`src/rtl/pwm_pkg.sv`:
```
// -----------------------------------------------------------------------------
// pwm_pkg
//   Shared encodings and helpers for the multi-channel PWM generator.
//   - MODE_EDGE / MODE_CENTER : counter alignment mode.
//   - DIR_UP / DIR_DOWN       : counter direction encoding.
//   - duty_lsb()              : LSB position of a channel's duty in a packed bus.
// -----------------------------------------------------------------------------
package pwm_pkg;

  localparam logic MODE_EDGE   = 1'b0;
  localparam logic MODE_CENTER = 1'b1;

  localparam logic DIR_UP   = 1'b0;
  localparam logic DIR_DOWN = 1'b1;

  // Channel ch occupies bits [ch*width +: width] of a packed duty bus.
  function automatic int duty_lsb(input int ch, input int width);
    return ch * width;
  endfunction

endpackage : pwm_pkg

```
`src/rtl/pwm_counter.sv`:
```
// -----------------------------------------------------------------------------
// pwm_counter
//   Shared period counter for the PWM block. Counts 0..P and wraps (edge mode)
//   or 0..P..0 (centre mode, period 2P). With P == 0 the count stays at 0 and
//   every cycle is a period boundary.
//
// Ports
//   clk           : clock, rising edge
//   rst           : asynchronous active-low reset
//   en_i          : run enable; low holds cnt at 0 with dir up
//   period_i      : active period P
//   mode_i        : active mode (MODE_EDGE / MODE_CENTER)
//   cnt_o         : current count
//   dir_o         : current direction (DIR_UP / DIR_DOWN)
//   wrap_o        : the coming edge returns the count to 0 at a period boundary
//                   (also high while en_i is low, so pending updates can load)
//   cycle_start_o : first cycle of a period
// -----------------------------------------------------------------------------
module pwm_counter
  import pwm_pkg::*;
#(
  parameter int WIDTH = 8
) (
  input  logic             clk,
  input  logic             rst,
  input  logic             en_i,
  input  logic [WIDTH-1:0] period_i,
  input  logic             mode_i,
  output logic [WIDTH-1:0] cnt_o,
  output logic             dir_o,
  output logic             wrap_o,
  output logic             cycle_start_o
);

  localparam logic [WIDTH-1:0] ONE = {{(WIDTH-1){1'b0}}, 1'b1};

  logic [WIDTH-1:0] cnt_q, cnt_d;
  logic             dir_q, dir_d;
  logic [WIDTH-1:0] cnt_inc, cnt_dec;
  logic             period_zero;

  assign cnt_inc     = cnt_q + ONE;
  assign cnt_dec     = cnt_q - ONE;
  assign period_zero = (period_i == '0);

  // Direction is updated on arrival: it reads DIR_DOWN while cnt sits at P
  // and DIR_UP again once cnt reaches 0, so cnt == 0 always pairs with DIR_UP.
  always_comb begin
    // NOTE: every output of this block gets a default first so no path leaves
    // it unassigned; otherwise synthesis infers latches.
    cnt_d  = cnt_q;
    dir_d  = dir_q;
    wrap_o = 1'b0;

    if (!en_i || period_zero) begin
      cnt_d  = '0;
      dir_d  = DIR_UP;
      wrap_o = 1'b1;
    end else if (mode_i == MODE_EDGE) begin
      dir_d = DIR_UP;
      if (cnt_q == period_i) begin
        cnt_d  = '0;
        wrap_o = 1'b1;
      end else begin
        cnt_d = cnt_inc;
      end
    end else if (dir_q == DIR_UP) begin
      cnt_d = cnt_inc;
      if (cnt_inc == period_i) begin
        dir_d = DIR_DOWN;
      end
    end else begin
      cnt_d = cnt_dec;
      if (cnt_q == ONE) begin
        dir_d  = DIR_UP;
        wrap_o = 1'b1;
      end
    end
  end

  always_ff @(posedge clk or negedge rst) begin
    // NOTE: state registers use non-blocking assignments so every flop samples
    // the pre-edge values, independent of statement order.
    if (!rst) begin
      cnt_q <= '0;
      dir_q <= DIR_UP;
    end else begin
      cnt_q <= cnt_d;
      dir_q <= dir_d;
    end
  end

  assign cnt_o = cnt_q;
  assign dir_o = dir_q;

  // Gated by rst so the boundary flag stays low while reset is held, even
  // though cnt already reads 0 then.
  assign cycle_start_o = rst & en_i & (cnt_q == '0) & ((dir_q == DIR_UP) | period_zero);

endmodule : pwm_counter

```
`src/rtl/pwm_multi.sv`:
```
// -----------------------------------------------------------------------------
// pwm_multi
//   Multi-channel PWM generator. One shared period counter drives CHANNELS
//   duty comparators. Period, mode and duties are written through a
//   valid/ready port into shadow registers and only become active at a period
//   boundary, so an update never produces a partial pulse.
//
// Ports
//   clk         : clock, rising edge
//   rst         : asynchronous active-low reset
//   en          : run enable; low holds the counter and forces outputs low
//   upd_valid   : update request
//   upd_ready   : update accepted when high together with upd_valid
//   upd_period  : new period P
//   upd_mode    : new mode (0 = edge, 1 = centre)
//   upd_duty    : new duties, channel i at [i*WIDTH +: WIDTH]
//   pwm_out     : PWM outputs
//   cycle_start : high in the first cycle of each period
//   duty_active : currently applied duties, same packing as upd_duty
// -----------------------------------------------------------------------------
module pwm_multi
  import pwm_pkg::*;
#(
  parameter int WIDTH    = 8,
  parameter int CHANNELS = 4
) (
  input  logic                      clk,
  input  logic                      rst,
  input  logic                      en,
  input  logic                      upd_valid,
  output logic                      upd_ready,
  input  logic [WIDTH-1:0]          upd_period,
  input  logic                      upd_mode,
  input  logic [CHANNELS*WIDTH-1:0] upd_duty,
  output logic [CHANNELS-1:0]       pwm_out,
  output logic                      cycle_start,
  output logic [CHANNELS*WIDTH-1:0] duty_active
);

  localparam int DW = CHANNELS * WIDTH;

  // Shadow (written by the handshake) and active (used by the counter and
  // comparators) copies of the configuration.
  logic             pending_q, pending_d;
  logic [WIDTH-1:0] shd_period_q, shd_period_d;
  logic             shd_mode_q, shd_mode_d;
  logic [DW-1:0]    shd_duty_q, shd_duty_d;
  logic [WIDTH-1:0] act_period_q, act_period_d;
  logic             act_mode_q, act_mode_d;
  logic [DW-1:0]    act_duty_q, act_duty_d;

  logic [WIDTH-1:0] cnt;
  logic             cnt_dir;
  logic             wrap;
  logic             accept;
  logic             load;

  pwm_counter #(
    .WIDTH (WIDTH)
  ) u_counter (
    .clk           (clk),
    .rst           (rst),
    .en_i          (en),
    .period_i      (act_period_q),
    .mode_i        (act_mode_q),
    .cnt_o         (cnt),
    .dir_o         (cnt_dir),
    .wrap_o        (wrap),
    .cycle_start_o (cycle_start)
  );

  // accept needs pending low and load needs it high, so they never coincide.
  assign upd_ready = ~pending_q;
  assign accept    = upd_valid & ~pending_q;
  assign load      = wrap & pending_q;

  always_comb begin
    pending_d    = pending_q;
    shd_period_d = shd_period_q;
    shd_mode_d   = shd_mode_q;
    shd_duty_d   = shd_duty_q;
    act_period_d = act_period_q;
    act_mode_d   = act_mode_q;
    act_duty_d   = act_duty_q;

    if (accept) begin
      pending_d    = 1'b1;
      shd_period_d = upd_period;
      shd_mode_d   = upd_mode;
      shd_duty_d   = upd_duty;
    end

    if (load) begin
      pending_d    = 1'b0;
      act_period_d = shd_period_q;
      act_mode_d   = shd_mode_q;
      act_duty_d   = shd_duty_q;
    end
  end

  always_ff @(posedge clk or negedge rst) begin
    if (!rst) begin
      pending_q    <= 1'b0;
      // NOTE: the shadow bank is only read while pending is set, so its reset
      // is not functionally required; it is cleared anyway so an update that
      // was in flight at reset leaves no trace.
      shd_period_q <= '0;
      shd_mode_q   <= MODE_EDGE;
      shd_duty_q   <= '0;
      act_period_q <= '1;
      act_mode_q   <= MODE_EDGE;
      act_duty_q   <= '0;
    end else begin
      pending_q    <= pending_d;
      shd_period_q <= shd_period_d;
      shd_mode_q   <= shd_mode_d;
      shd_duty_q   <= shd_duty_d;
      act_period_q <= act_period_d;
      act_mode_q   <= act_mode_d;
      act_duty_q   <= act_duty_d;
    end
  end

  assign duty_active = act_duty_q;

  // Per-channel compare: high while duty > cnt, giving a pulse anchored at
  // cnt == 0 (leading in edge mode, centred in centre mode).
  for (genvar i = 0; i < CHANNELS; i++) begin : g_ch
    logic [WIDTH-1:0] duty;
    assign duty       = act_duty_q[duty_lsb(i, WIDTH) +: WIDTH];
    assign pwm_out[i] = en & (duty > cnt);
  end

  // cycle_start relies on the counter never sitting at 0 while heading down.
  assert property (@(posedge clk) disable iff (!rst) (cnt == '0) |-> (cnt_dir == DIR_UP));

endmodule : pwm_multi

```
`config.mk`:
```
export PLATFORM = sky130hd
export DESIGN_NAME = pwm_multi
export DESIGN_NICKNAME = d
export VERILOG_FILES = /design/src/rtl/pwm_pkg.sv /design/src/rtl/pwm_counter.sv /design/src/rtl/pwm_multi.sv
export SDC_FILE = /design/constraint.sdc
export NUM_CORES = 1
export LEC_CHECK = 0
export ABC_AREA = 1
export CAP_MARGIN = 25
export CORE_MARGIN = 2
export CORE_UTILIZATION = 50
export DETAILED_ROUTE_END_ITERATION = 7
export MAX_ROUTING_LAYER = met4
export PLACE_DENSITY = 0.78
export SYNTH_ARGS = -nofsm -noshare
export SYNTH_HDL_FRONTEND = slang
export SYNTH_SLANG_ARGS = --single-unit
```
`constraint.sdc`:
```
create_clock -name clk -period 5.5 [get_ports clk]
set_clock_uncertainty 0.15 [all_clocks]
set_input_delay 0.55 -clock clk [delete_from_list [all_inputs] [get_ports clk]]
set_output_delay 0.55 -clock clk [all_outputs]
set_load 0.01 [all_outputs]
```
=== Yosys cells after proc, flatten, opt, wreduce, memory -nomap -nowiden ===
Cells that the tools add are included.

* Flip-flop bits (word level): 92
* Bits in read-only memories: 0
* Word-level logic and storage cells: 51
* Latch bits: 0
* Input port bits: 45
* Bits in writable memories: 0
* Output and inout port bits: 38
* Memories: 0

* Multipliers: 0
* Magnitude comparators: 4
* Shift operators: 0
* $add $sub $neg: 2
* Eq/ne operators: 3
* Mux-type cells: 16
* Div/mod/pow operators: 0
* Bitwise gates (word level): 12
* Reductions and logical operators: 5

{| class="wikitable"
|+ Operator list
! kind !! number
|-
| 8-bit > comparator || 4
|-
| 8-bit 2-to-1 mux || 4
|-
| 8-bit == test || 2
|-
| 8-bit logical NOT || 2
|-
| 1-bit 2-to-1 mux || 12
|-
| 1-bit AND || 9
|-
| 8-bit by 1-bit adder with 8-bit output (second input constant) || 1
|-
| 8-bit by 1-bit == test with 1-bit output (second input constant) || 1
|-
| 8-bit by 1-bit subtractor with 8-bit output (second input constant) || 1
|-
| 1-bit inverter || 2
|-
| 2-bit nonzero test || 1
|-
| 1-bit logical NOT || 1
|-
| 1-bit logical OR || 1
|-
| 1-bit bitwise OR || 1
|}

=== Depth between registers and ports, before layout ===
Gate-level depths: netlist of the first run.

* Depth in word-level cells: 7
* Gate-level depth with buffers: 11
* Mapped depth without buffers: 10

=== By module ===
Synthesis of the first run repeated with hierarchy kept, for this count alone.

* Cells, all modules: 599
* Area total of the unflattened synthesis: 5,033.6 um^2

{| class="wikitable"
|+ Modules (own cells, without submodules)
! module !! instances !! seq. area each (um^2) !! area an instance (um^2) !! cells each
|-
| pwm_multi || 1 || 2,087.0 || 4,008.8 || 436
|-
| pwm_counter || 1 || 225.2 || 1,024.7 || 163
|}

=== Worst setup path before layout of the first run ===
Ideal clock, no wire load.

* Path kind: register to output
* From: register u_counter.cnt_q[1] (netlist: u_counter.cnt_o[1])
* To: output pwm_out[0]
* Data required time: 4.800 ns
* Path slack: 3.485 ns
* Data arrival time: 1.315 ns
* Cell stages (with the launch flop): 7
* Buffers on the path: 0
* Cell sequence: dfrtp_1 -> inv_1 -> ha_1 -> a21oi_1 -> o21ai_0 -> nand2_1 -> a21oi_1

* Longest elaborated chain between the ends: 2

{| class="wikitable"
|+ RTL lines
! what !! line !! text
|-
| start: declaration || pwm_counter.sv:37 || <nowiki>logic [WIDTH-1:0] cnt_q, cnt_d;</nowiki>
|-
| start signal: assignment || pwm_counter.sv:88 || <nowiki>cnt_q <= cnt_d;</nowiki>
|-
| 8-bit > comparator || pwm_multi.sv:131 || <nowiki>assign pwm_out[i] = en & (duty > cnt);</nowiki>
|-
| 1-bit AND || pwm_multi.sv:131 ||
|-
| end: declaration || pwm_multi.sv:35 || <nowiki>output logic [CHANNELS-1:0] pwm_out,</nowiki>
|}

Every way passes these cells.

=== Worst setup path after layout of the first run ===
* From: register u_counter.cnt_q[3] (netlist: u_counter.cnt_o[3])
* To: output pwm_out[3]

The elaborated chain is that of the path after synthesis.

==> impl.org, run 1 <==
** Outcome
- The flow ran to the end, but the final reports show violations.
- The checks that failed: negative hold slack.

** Logic synthesis
- Post-synthesis share of cell area spent on and, or, nand and nor gates :: between 20% and 30%
- Mapped cell area :: a little under 0.005 sq mm
- Of the synthesized area, sequential elements account for a little under half.
- Combinational family with the most area after synthesis :: simple AND/OR/NAND/NOR gates
- Summing the areas of all compound-gate instances in the mapped netlist gives 4.48% of the synthesized area.
- The netlist uses 29 different library cells.
- Dividing the synthesized area by the synthesized cell count gives slightly above 9 sq um.
- Counting every net in the synthesized netlist gives 616.
- The synthesized netlist devotes 0.361% of its cell area to XOR and XNOR gates.
- Flops & latches, synth :: a little over 90
- Synthesis warning total :: 0
- Fraction of synthesized area in multiplexers :: 9.50%
- After technology mapping, the gate count stands at 535.
- After Yosys synthesis, full adders, half adders and majority gates account for 9.27% of the synthesized area.

** Critical path
- Kind of capture point of the worst setup path :: primary output
- The slowest stage of the critical path is the sky130_fd_sc_hd__clkdlybuf4s50_1 cell.
- STA puts the critical path data arrival time at ~2.5 ns.
- Worst path max stage delay :: 0.59 ns
- Setup slack of the most critical reg-to-reg path :: 2.93 ns
- The number of cells on the worst reg-to-reg path is 10.
- In this run the worst path has a maximum fanout of 7.
- Counting stages on the worst path, the most repeated cell is sky130_fd_sc_hd__nand2_1.
- Critical path startpoint :: u_counter.cnt_o[3]
- STA classifies the critical path startpoint as a flip-flop.
- List of cells traversed by the critical path :: inv_1, ha_1, nand2_1, o21ai_0, nand2_1, a21oi_1, clkdlybuf4s50_1
- The critical path is of the flip-flop to primary output type.
- Data required time at the worst endpoint :: 4.80 ns
- The startpoint identified for the worst register-to-register timing path is u_counter.cnt_o[3].
- Capture point of the worst reg-to-reg path :: duty_active[20]

** Routing
- Count of unresolved DRC violations after routing :: 0
- Drt first-iter violations :: 221
- Number of detailed-route iterations in the first pass :: 6
- Ratio of routed vias to standard cells :: 5.35
- Across all layers, the routed design uses 3993 vias.
- Once detail routing completed, the nets flagged for antenna violations numbered 0.
- Wires add up to 11500 um.
- Drt wl/cell :: 15.4 um

** Clocking
- CTS tree :: yes
- Counting every sink on the clock net gives 92.
- Number of gates resized after cts :: 0
- Once the clock tree was built, the setup fixing pass inserted 0 buffers.
- Clock input transition at the sequential cells of the worst setup and hold paths :: 0.10 ns
- Total CTS buffers :: 9
- Buffer type at the clock tree root :: sky130_fd_sc_hd__clkbuf_8
- H-tree level count :: 3
- Clock latency at the later pin of the worst-skew pair :: 0.37 ns
- After clock tree synthesis, the flow added hold-fix buffers numbering 0.
- No sink is reached through more buffers than the 2 on the longest clock path.

** Timing
- Number of setup violations in the final report :: 0
- Unrepaired setup endpoints after global routing :: no
- For the pin with the worst max-slew slack, the measured transition is about 0.98 ns.
- Count of endpoints failing hold in the final timing report :: 6
- Tightest slew margin relative to the limit :: 34.7%
- The worst path uses about three fifths of the clock period.
- Final critical-path required period :: 3.24 ns
- Hold timing on the final database bottoms out at a slack of -0.00112 ns.
- Based on the critical path, the design can be clocked at up to 309 MHz.
- Final slew viol count :: 0
- Setup tns final :: 0 ns

** Global route
- Pin count of the biggest net entering global routing :: 54
- First-pass GRT wire length :: 19700 um
- The number of global-route vias before repair came to 4151.
- Total grt overflow :: 0
- Total Routing Usage GR :: 25.0%
- Initial antenna violation count :: 0

** Flow run
- Number of maximum-capacitance violations :: 0

** Power and ir drop
- Per report_power, the combinational group accounts for 44.4% of the total.
- Cell Int Power :: 1.85 mW
- The clock network is responsible for 16.1% of the overall power.
- Dividing total power by cell area gives a power density of 504 mW/mm^2.
- Net switching is 38.4% of the power.
- The worst-case IR drop observed on VDD is 364 uV.
- Switching power total :: 1.15 mW
- Part of the total power dissipated in sequential elements :: 39.5%
- Leak Pwr :: 2.84 nW

** Final layout
- For this run, the share of the core covered by cells in the final layout is 63.8%.
- The net count of the finished layout is slightly below 700.
- In the layout the commonest cells are sky130_fd_sc_hd__nand2_1, sky130_fd_sc_hd__dfrtp_1, sky130_fd_sc_hd__clkdlybuf4s50_1, sky130_fd_sc_hd__nand3_1, sky130_fd_sc_hd__mux2_2.
- Number of filler instances in the final layout :: about 750
- Layout cells sized above 1 :: 12.6%
- The repair_antennas step left the layout with diodes totalling 0.
- Leading cell type in the layout, fill and taps excluded :: sky130_fd_sc_hd__nand2_1
- Compared with the post-synthesis result, the final layout area differs by 22.5%.

** Floorplan
- Standard cell core area :: 0.00933 sq mm
- Number of placement rows :: 35
- Die outline area :: 0.0105 sq mm
- The die is 103 um tall.
- I/O pin total :: between 80 and 90
- Once the floorplan was initialized, standard cells occupied 52.1% of the core.
- Horizontal die dimension :: 103 um

** Placement
- Global placer's final weighted congestion :: 0.902
- Total half-perimeter wirelength after legalization and detailed placement :: 8080 um
- IO buf count :: 82

** Min path
- Hold/Removal Path Class :: primary input to asynchronous set/reset pin
## critical path, delay by kind of cell (launching register included)
family,cells,cell delay (ns)
compound gates,2,0.34
flops,1,0.50
fa+ha+maj,1,0.38
buf+inv,2,0.83
simple gates,2,0.13
## metrics by stage
stage	cells	power (mW)	setup WS [ns]	cell area [sq um]
4_1_cts	747	3.01	2.29	5950
6_report	747	3.00	2.26	5950
5_1_grt	747	3.25	2.12	5950
3_3_place_gp	731	2.45	2.70	5740
2_1_floorplan	535	1.99	3.49	4860
3_5_place_dp	731	2.52	2.57	5740
## power by group through the flow
stage / registers, mW / clock network (mW) / logic, mW
6_report: 1.19 / 0.483 / 1.33
5_1_grt: 1.22 / 0.515 / 1.51
4_1_cts: 1.18 / 0.489 / 1.34
3_5_place_dp: 1.19 / 0 / 1.32
3_3_place_gp: 1.19 / 0 / 1.26
2_1_floorplan: 1.18 / 0 / 0.810
## final cells by class
class                   instances  area (sq um)  area share [%]
inverters                      36           135            2.27
multi-input cells             390          2300            38.6
flip-flops and latches         92          2310            38.8
well taps                     129           161            2.71
clock buffers                  11           151            2.54
repair buffers                 84           833            14.0
clock inverters                 5          60.1            1.01
## Yosys cell counts
master                       n  share of area [%]
sky130_fd_sc_hd__nand2_1   163                 13
sky130_fd_sc_hd__nor3_1      6               0.62
sky130_fd_sc_hd__nand3_1    60                6.2
sky130_fd_sc_hd__nand3b_1    1               0.15
sky130_fd_sc_hd__nand3_2     1               0.21
sky130_fd_sc_hd__nand2_4     1               0.23
sky130_fd_sc_hd__inv_2       3               0.23
sky130_fd_sc_hd__nor4_1      1               0.13
sky130_fd_sc_hd__or2_2       2               0.26
sky130_fd_sc_hd__dfstp_2     8                4.3
sky130_fd_sc_hd__a211oi_1    4               0.62
sky130_fd_sc_hd__buf_2       5               0.51
sky130_fd_sc_hd__a21oi_1    21                2.2
sky130_fd_sc_hd__mux2_2     41                9.5
sky130_fd_sc_hd__clkbuf_1    3               0.23
sky130_fd_sc_hd__nor2_1     30                2.3
sky130_fd_sc_hd__buf_1       1              0.077
sky130_fd_sc_hd__nand3_4     1               0.36
sky130_fd_sc_hd__xor2_1      1               0.18
sky130_fd_sc_hd__o22ai_1     2               0.26
sky130_fd_sc_hd__dfrtp_1    84                 43
sky130_fd_sc_hd__xnor2_1     1               0.18
sky130_fd_sc_hd__nor3_2      1               0.21
sky130_fd_sc_hd__buf_6       4               0.93
sky130_fd_sc_hd__ha_1       36                9.3
sky130_fd_sc_hd__o21ai_0    14                1.4
sky130_fd_sc_hd__buf_4       4               0.62
sky130_fd_sc_hd__inv_1      33                2.5
sky130_fd_sc_hd__nand4_1     3               0.39
## registers in the layout, summed over array words and instances, names as in the netlist
name             flops
act_mode_q           1
act_period_q         8
duty_active         32
pending_q            1
shd_duty_q          32
shd_mode_q           1
shd_period_q         8
u_counter.cnt_o      8
u_counter.dir_o      1
## metal layers
| metal | global-route usage (%) | routed length, um |
|---|---|---|
| met1 | 31.4 | 4950 |
| met2 | 40.4 | 5580 |
| met3 | 4.68 | 736 |
| met4 | 9.85 | 259 |
| met5 | - | 0 |
## worst max-delay path by stage
stage,to,depth (start not counted)
floorplan,pwm_out[0],6
global placement,act_period_q[7],7
detailed placement,duty_active[20],7
CTS,pwm_out[3],7
global route,pwm_out[3],7
finish,pwm_out[3],7
## kinds of logic after synthesis
family,count (synthesis)
and+or+nand+nor,270
DFF,92
buffers and inverters,53
AOI/OAI and AO/OA,41
muxes,41
adders and majority gates,36
xor gates and xnor gates,2
Note: power is estimated with default switching activity, not from simulation.
==> run 2, diff against run 1 <==
CORE_UTILIZATION = 48   (was 50)
clock period = 2.8 ns   (was 5.5 ns; I/O delays follow)
==> run 2 against run 1 <==
The run now ends clean. Sequential share of layout area decreased by 1.0 points. Design area increased by 3.0%. Largest cell class unchanged. Register-to-register slack got worse by 2.4 ns. Clock-buffer cell count unchanged. Combinational power increased by 100%. First-iteration DRC count decreased by 26%. Cell count increased by 2.1%. Power increased by 110%. Worst hold slack improved by 0.17 ns. Largest power group unchanged. Global-route usage decreased by 1.9 points. Routed wire length increased by 2.7%. Flip-flop and latch count unchanged.
==> impl.org, run 2 (synthesis gave the netlist of run 1 again) <==
** Outcome
- Status :: finished clean

** Timing
- Tightest slew margin relative to the limit :: 40.9% (+6.1 points)
- The number of max-slew violations in the final report came to 0 (unchanged).
- The setup slack after layout is 0.136 ns (-2.12 ns).
- The slew at the pin with the worst max-slew slack was 0.887 ns (-0.0887 ns).
- The sum of negative setup slack came to 0 ns (unchanged).
- The final critical path takes up 95.1% of the cycle.
- Timing would allow up to 375 MHz.
- The worst path needs 2.66 ns of the cycle, external delays included.
- Setup repair after global routing left no endpoint under its margin.
- The final-report hold violation count came to 0 (-6).
- Number of setup violations in the final report :: 0 (unchanged)

** Critical path
- The maximum fanout along the worst path was 9 (+2).
- The arrival time reported for the critical path endpoint was 2.23 ns (-0.31 ns).
- The critical path is of the flip-flop to primary output type.
- Worst path max stage delay :: 0.49 ns (-0.10 ns)
- Count of cells along the worst register-to-register path :: 10 (unchanged)
- Cell repeated most along the worst path :: sky130_fd_sc_hd__a21oi_1
- Worst-path cell with the longest stage delay :: sky130_fd_sc_hd__clkdlybuf4s50_1
- Data required time at the worst endpoint :: 2.37 ns (-2.43 ns)
- Setup slack of the most critical reg-to-reg path :: 0.56 ns (-2.37 ns)
- In this run the critical register-to-register path is captured at duty_active[16].
- Kind of capture point of the worst setup path :: primary output
- The cell family contributing the most delay on the critical path is buffers and inverters.
- Walking the worst path, the cells encountered are inv_2, ha_1, a21oi_1, nor2_1, a211oi_1, a21oi_1, clkdlybuf4s50_1.
- Number of logic stages on the critical path including buffering :: 7 (unchanged)
- In this run the critical register-to-register path is launched from u_counter.cnt_o[0].
- Number of buffers and inverters on the critical path :: 2 (unchanged)
- The worst setup path is launched from a flip-flop.

** Floorplan
- Horizontal die dimension :: 105 um (+2.0%)
- The total core area was 0.00982 sq mm (+5.3%).
- The die extent in y came to 105 um (+2.0%).
- Die outline area :: 0.0109 sq mm (+4.0%)
- Effective utilization at floorplan :: 49.5% (-2.6 points)
- Number of placement rows :: 36 (+2.9%)
- I/O pin total :: 83 (unchanged)

** Routing
- Vias post-DR :: 4041 (+1.2%)
- Drt wl/cell :: 15.5 um (+0.52%)
- The first-pass iteration count of the detailed router is 5 (-1).
- WL final :: 11800 um (+2.7%)
- The count of unresolved DRC violations after routing is 0 (unchanged).
- The residual antenna-violating net count after detailed routing is 0 (unchanged).
- Drt first-iter violations :: 163 (-26%)
- The via-per-instance ratio is 5.30 (-0.92%).

** Global route
- First-pass GRT wire length :: 19400 um (-1.5%)
- Via count of the first global-routing pass :: 4071 (-1.9%)
- The pin count of the biggest net entering global routing came to 73 (+35%).
- The global route total overflow came to 0 (unchanged).
- The overall fraction of global-route tracks in use was 23.1% (-1.9 points).
- The number of antenna violations at the first check in global routing was 0 (unchanged).

** Final layout
- Compared with the post-synthesis result, the final layout area differs by 26.2%.
- The final cell utilization of the core came to 62.4% (-1.4 points).
- Number of antenna repair diodes :: 0 (unchanged)
- The number of filler cells placed in the layout came to 843 (+13%).
- The final-stage net count is 706 (+1.7%).
- The library cell used most frequently in the layout, excluding fill and tap cells, is sky130_fd_sc_hd__nand2_1.
- Commonest non-fill, non-tap cells in the layout :: sky130_fd_sc_hd__nand2_1, sky130_fd_sc_hd__dfrtp_1, sky130_fd_sc_hd__clkdlybuf4s50_1, sky130_fd_sc_hd__nand3_1, sky130_fd_sc_hd__mux2_2
- The share of cells above drive strength 1 came to 15.7% (+3.1 points).

** Clocking
- Clock input transition at the sequential cells of the worst setup and hold paths :: 0.09 ns (about the same)
- Count of clock tree sinks :: 92 (unchanged)
- CTS tree :: yes
- The TritonCTS buffer count came to 9 (unchanged).
- The maximum clock path buffer count is 2 (unchanged).
- Buffer type at the clock tree root :: sky130_fd_sc_hd__clkbuf_8
- The insertion delay of the later-clocked pin in the worst-skew pair is 0.37 ns (about the same).
- H-tree level count :: 3 (unchanged)

** Power and ir drop
- Maximum vdd drop :: 549 uV (+51%)
- PwrDens :: 1000 mW/mm^2 (+99%)
- The leakage power is 2.95 nW (+4.1%).

** Placement
- The detailed-placement wirelength estimate was 8410 um (+4.0%).
- Worst Setup Slack post-DPL :: 0.332 ns (-2.24 ns)
- The number of port buffers came to 82 (unchanged).
- The final estimated routing congestion in global placement came to 0.963 (+6.8%).

** Min path
- Hold/Removal Path Class :: primary input to asynchronous set/reset pin

** Flow run
- The total of max-cap violations came to 0 (unchanged).
[run 2: worst register-to-register path: stages (launching register included)]
cell,delay [ns]
sky130_fd_sc_hd__dfrtp_2,0.52
sky130_fd_sc_hd__inv_1,0.17
sky130_fd_sc_hd__nand2_1,0.07
sky130_fd_sc_hd__nand2_1,0.10
sky130_fd_sc_hd__nand2_1,0.06
sky130_fd_sc_hd__nor2_1,0.18
sky130_fd_sc_hd__nand3_2,0.14
sky130_fd_sc_hd__nand3_4,0.17
sky130_fd_sc_hd__buf_4,0.36
sky130_fd_sc_hd__nand3_1,0.16
sky130_fd_sc_hd__nand2_1,0.10
[run 2: final cells by class]
class	count	area, sq um	share of cell area, %
Clock buffer	11	151	2.47
Clock inverter	5	108	1.76
Inverter	36	141	2.31
Multi-Input combinational cell	390	2300	37.5
Sequential cell	92	2320	37.8
Tap cell	133	166	2.71
Timing Repair Buffer	96	946	15.4
[run 2: how the worst max path moves through the flow]
stage | slack (ns) | end | startpoint
final | 0.14 | pwm_out[1] | u_counter.cnt_o[5]
after global routing | 0.003 | pwm_out[1] | u_counter.cnt_o[5]
after CTS | 0.004 | pwm_out[2] | u_counter.cnt_o[6]
after detailed placement | 0.33 | pwm_out[2] | u_counter.cnt_o[1]
after global placement | 0.37 | pwm_out[1] | u_counter.cnt_o[1]
after floorplan | 1.06 | pwm_out[0] | u_counter.cnt_o[1]
[run 2: per-stage QoR]
step | cells | hold slack [ns] | cell area [sq um] | power, mW
finish | 763 | 0.173 | 6130 | 6.15
global route | 763 | 0.194 | 6130 | 6.63
CTS | 758 | 0.174 | 6080 | 6.15
detailed placement | 739 | 0.0433 | 5790 | 4.99
global placement | 739 | 0.0280 | 5790 | 4.88
floorplan | 535 | -0.166 | 4860 | 3.90
[run 2: report_power, final]
part	internal, mW	switching, mW
sequential	1.89	0.461
clock	0.645	0.477
combinational	1.32	1.36
[run 2: metal layers]
layer  GRT usage, %  vias to the layer above  wire (um)
li1               -                     1953          -
met1           27.9                     1953       4960
met2           39.0                      116       6040
met3           4.24                       19        637
met4           8.00                        0        204
met5              -                        -          0
[run 2: what timing repair did]
| item | in CTS | in global routing |
|---|---|---|
| hold endpoints to repair | 20 | 0 |
| buffers inserted | 2 | 5 |
| resized for setup | 4 | 11 |
| endpoints found under the setup margin | 4 | 5 |
| cloned | 0 | 0 |
| hold buffers | 1 | 0 |
==> run 3, diff against run 2 <==
CORE_MARGIN = 3   (was 2)
==> run 3 against run 2 <==
Critical path depth rose by 1. Non-clock buffer count fell by 1. Flip-flop and latch count did not move. Combinational power barely moved. Die area rose by 3.9%. Worst hold slack improved by 0.16 ns. Critical path type unchanged. Largest cell class unchanged. Largest power group unchanged. Highest routed layer unchanged.
==> impl.org, run 3 (synthesis gave the netlist of run 1 again) <==
** Outcome
- The run finished with clean final reports.

** Flow run
- The total of max-cap violations is 0 (unchanged).

** Routing
- Number of detailed-route iterations in the first pass :: 4 (-1)
- Post-route antenna net violation count :: 0 (unchanged)
- Drt wl/cell :: 15.4 um (-0.93%)
- The total vias in the final route is 4059 (+0.45%).
- Ratio of routed vias to standard cells :: 5.33 (+0.58%)
- The total routed wirelength came to 11700 um (-1.1%).
- The violation count after the first detailed-route iteration was 169 (+3.7%).
- The count of unresolved DRC violations after routing came to 0 (unchanged).

** Final layout
- Leaving out fill and tap cells, the most frequent cells in the layout are sky130_fd_sc_hd__nand2_1, sky130_fd_sc_hd__dfrtp_1, sky130_fd_sc_hd__clkdlybuf4s50_1, sky130_fd_sc_hd__nand3_1, sky130_fd_sc_hd__mux2_2.
- The library cell used most frequently in the layout, excluding fill and tap cells, is sky130_fd_sc_hd__nand2_1.
- From synthesis to final layout, the design area changed by 24.4%.
- Fin area :: 0.00605 sq mm (-1.4%)
- Number of filler instances in the final layout :: 873 (+3.6%)
- The share of cells above drive strength 1 came to 15.4% (-0.29 points).
- Number of antenna repair diodes :: 0 (unchanged)
- The final-stage net count is 705 (-0.14%).

** Timing
- The minimum period implied by the final worst setup slack came to 2.63 ns (-0.0328 ns).
- The final-report hold violation count came to 0 (unchanged).
- The number of max-slew violations in the final report was 0 (unchanged).
- Setup repair after global routing left no endpoint under its margin.
- The slew at the pin with the worst max-slew slack is 0.633 ns (-0.254 ns).
- Tightest slew margin relative to the limit :: 57.8% (+17 points)
- Setup tns final :: 0 ns (unchanged)
- The number of failing setup endpoints in the final timing report came to 0 (unchanged).
- Max Clk Rate :: 380 MHz (+1.2%)
- The share of the cycle needed by the critical path after routing came to 94.0% (-1.2 points).

** Critical path
- Max Fanout on Critical Path :: 4 (-5)
- CP Launch Type :: flip-flop
- Number of logic stages on the critical path including buffering :: 8 (+1)
- Kind of capture point of the worst setup path :: primary output
- Cell repeated most along the worst path :: sky130_fd_sc_hd__nand2_1
- Number of buffers and inverters on the critical path :: 3 (+1)
- Crit-path leading delay family :: buffers and inverters
- Data required time at the worst endpoint :: 2.37 ns (about the same)
- Worst path max stage delay :: 0.41 ns (-0.08 ns)
- The depth of the worst register-to-register path was 10 (unchanged).
- List of cells traversed by the critical path :: clkinvlp_4, buf_4, ha_1, nand2_1, o21ai_0, nand2_1, a21oi_1, dlygate4sd2_1
- The setup path with the least slack is of type flip-flop to primary output.
- The arrival time reported for the critical path endpoint came to 2.20 ns (-0.03 ns).
- The slowest stage of the critical path is the sky130_fd_sc_hd__dfrtp_2 cell.

** Power and ir drop
- The ratio of total power to cell area is 968 mW/mm^2 (-3.6%).
- The leakage power came to 2.91 nW (-1.6%).
- Design Power :: 5.85 mW (-4.9%)
- The worst supply voltage drop on vdd was 607 uV (+10%).

** Placement
- The detailed-placement wirelength estimate was 8460 um (+0.60%).
- The final estimated routing congestion in global placement was 0.928 (-3.7%).
- The number of port buffers is 82 (unchanged).
- The standard cell area after detailed placement came to 0.00579 sq mm (unchanged).

** Clocking
- Buffer type at the clock tree root :: sky130_fd_sc_hd__clkbuf_8
- The clock transition time at the flip-flop clock pins of the worst setup and hold paths came to 0.09 ns (about the same).
- TritonCTS built the clock tree.
- The number of clock sinks was 92 (unchanged).
- The H-tree depth is 3 (unchanged).
- The insertion delay of the later-clocked pin in the worst-skew pair was 0.36 ns (about the same).
- Total CTS buffers :: 9 (unchanged)
- The maximum clock path buffer count was 2 (unchanged).

** Floorplan
- Standard cell core area :: 0.00982 sq mm (unchanged)
- I/O pin total :: 83 (unchanged)
- Effective utilization at floorplan :: 49.5% (unchanged)
- The horizontal die dimension is 107 um (+1.9%).
- Die outline area :: 0.0114 sq mm (+3.9%)
- Number of placement rows :: 36 (unchanged)
- The die extent in y was 107 um (+1.9%).

** Global route
- The number of antenna violations at the first check in global routing was 0 (unchanged).
- The global route total overflow was 0 (unchanged).
- The overall fraction of global-route tracks in use was 22.7% (-0.44 points).
- First-pass GRT wire length :: 20100 um (+3.8%)
- Pin count of the biggest net entering global routing :: 51 (-30%)
- Via count of the first global-routing pass :: 4128 (+1.4%)

** Min path
- The worst hold path passes through 2 cells.
- Hold/Removal Path Class :: flip-flop to flip-flop
run 3: cell types whose count changed in the layout (fill, tap and decap cells not counted), sizes merged:
cell	change
bufinv	-3
clkinvlp	+2
buf	-1
clkbuf	-1
clkdlybuf4s50	-1
clkinv	+1
dlygate4sd2	+1
inv	+1
run 3: path summary, 6_finish.rpt:
path                                         start              end  slack (ns)
worst max-delay path            u_counter.cnt_o[3]       pwm_out[1]        0.17
worst min-delay path               act_period_q[0]  act_period_q[0]        0.33
worst max register to register  u_counter.cnt_o[0]  duty_active[25]        0.55
worst min register to register     act_period_q[0]  act_period_q[0]        0.33
max in group asynchronous                      rst   shd_duty_q[11]        1.07
min in group asynchronous                      rst  duty_active[30]        0.46
run 3: area by class of cell:
cell class              instances  area [sq um]  share of cell area (%)
repair buffers                 95           937                    15.5
flip-flops and latches         92          2320                    38.3
multi-input cells             390          2300                    38.1
well taps                     133           166                    2.75
inverters                      36           145                    2.40
clock buffers                  10           128                    2.11
clock inverters                 6          47.5                   0.786
run 3: what timing repair did:
action                                  4_1_cts  5_1_grt
buffers inserted                              5        1
hold buffers                                  1        0
endpoints found under the setup margin        5        5
endpoints found under the hold margin        41        0
resized for setup                             8        7
run 3: tightest hold or removal path: cells and delay by family, from the launching register on:
| kind | cells | cell delay, ns |
|---|---|---|
| flops | 1 | 0.39 |
| simple gates | 2 | 0.10 |
run 3: stage by stage:
stage / utilization, % / std cells / hold WS [ns] / worst slack, ns
4_1_cts: 61.3 / 761 / 0.331 / 0.00552
2_1_floorplan: - / 535 / -0.166 / 1.06
3_5_place_dp: 58.9 / 739 / 0.309 / 0.253
3_3_place_gp: 58.9 / 739 / 0.302 / 0.342
5_1_grt: 61.6 / 762 / 0.346 / 0.0253
6_report: 61.6 / 762 / 0.330 / 0.169
run 3: per-layer routing:
metal  track usage, %  up-vias  routed length (um)  part of all wire (%)
li1                 -     1952                   -                     -
met1             28.4     1973                5030                    43
met2             37.1      111                5880                    50
met3             4.76       23                 570                   4.9
met4             7.12        0                 226                   1.9
met5                -        -                   0                     0
run 3: report_power, final:
group / switching [mW] / internal (mW)
registers: 0.460 / 1.89
logic: 1.36 / 1.32
clock network: 0.500 / 0.332
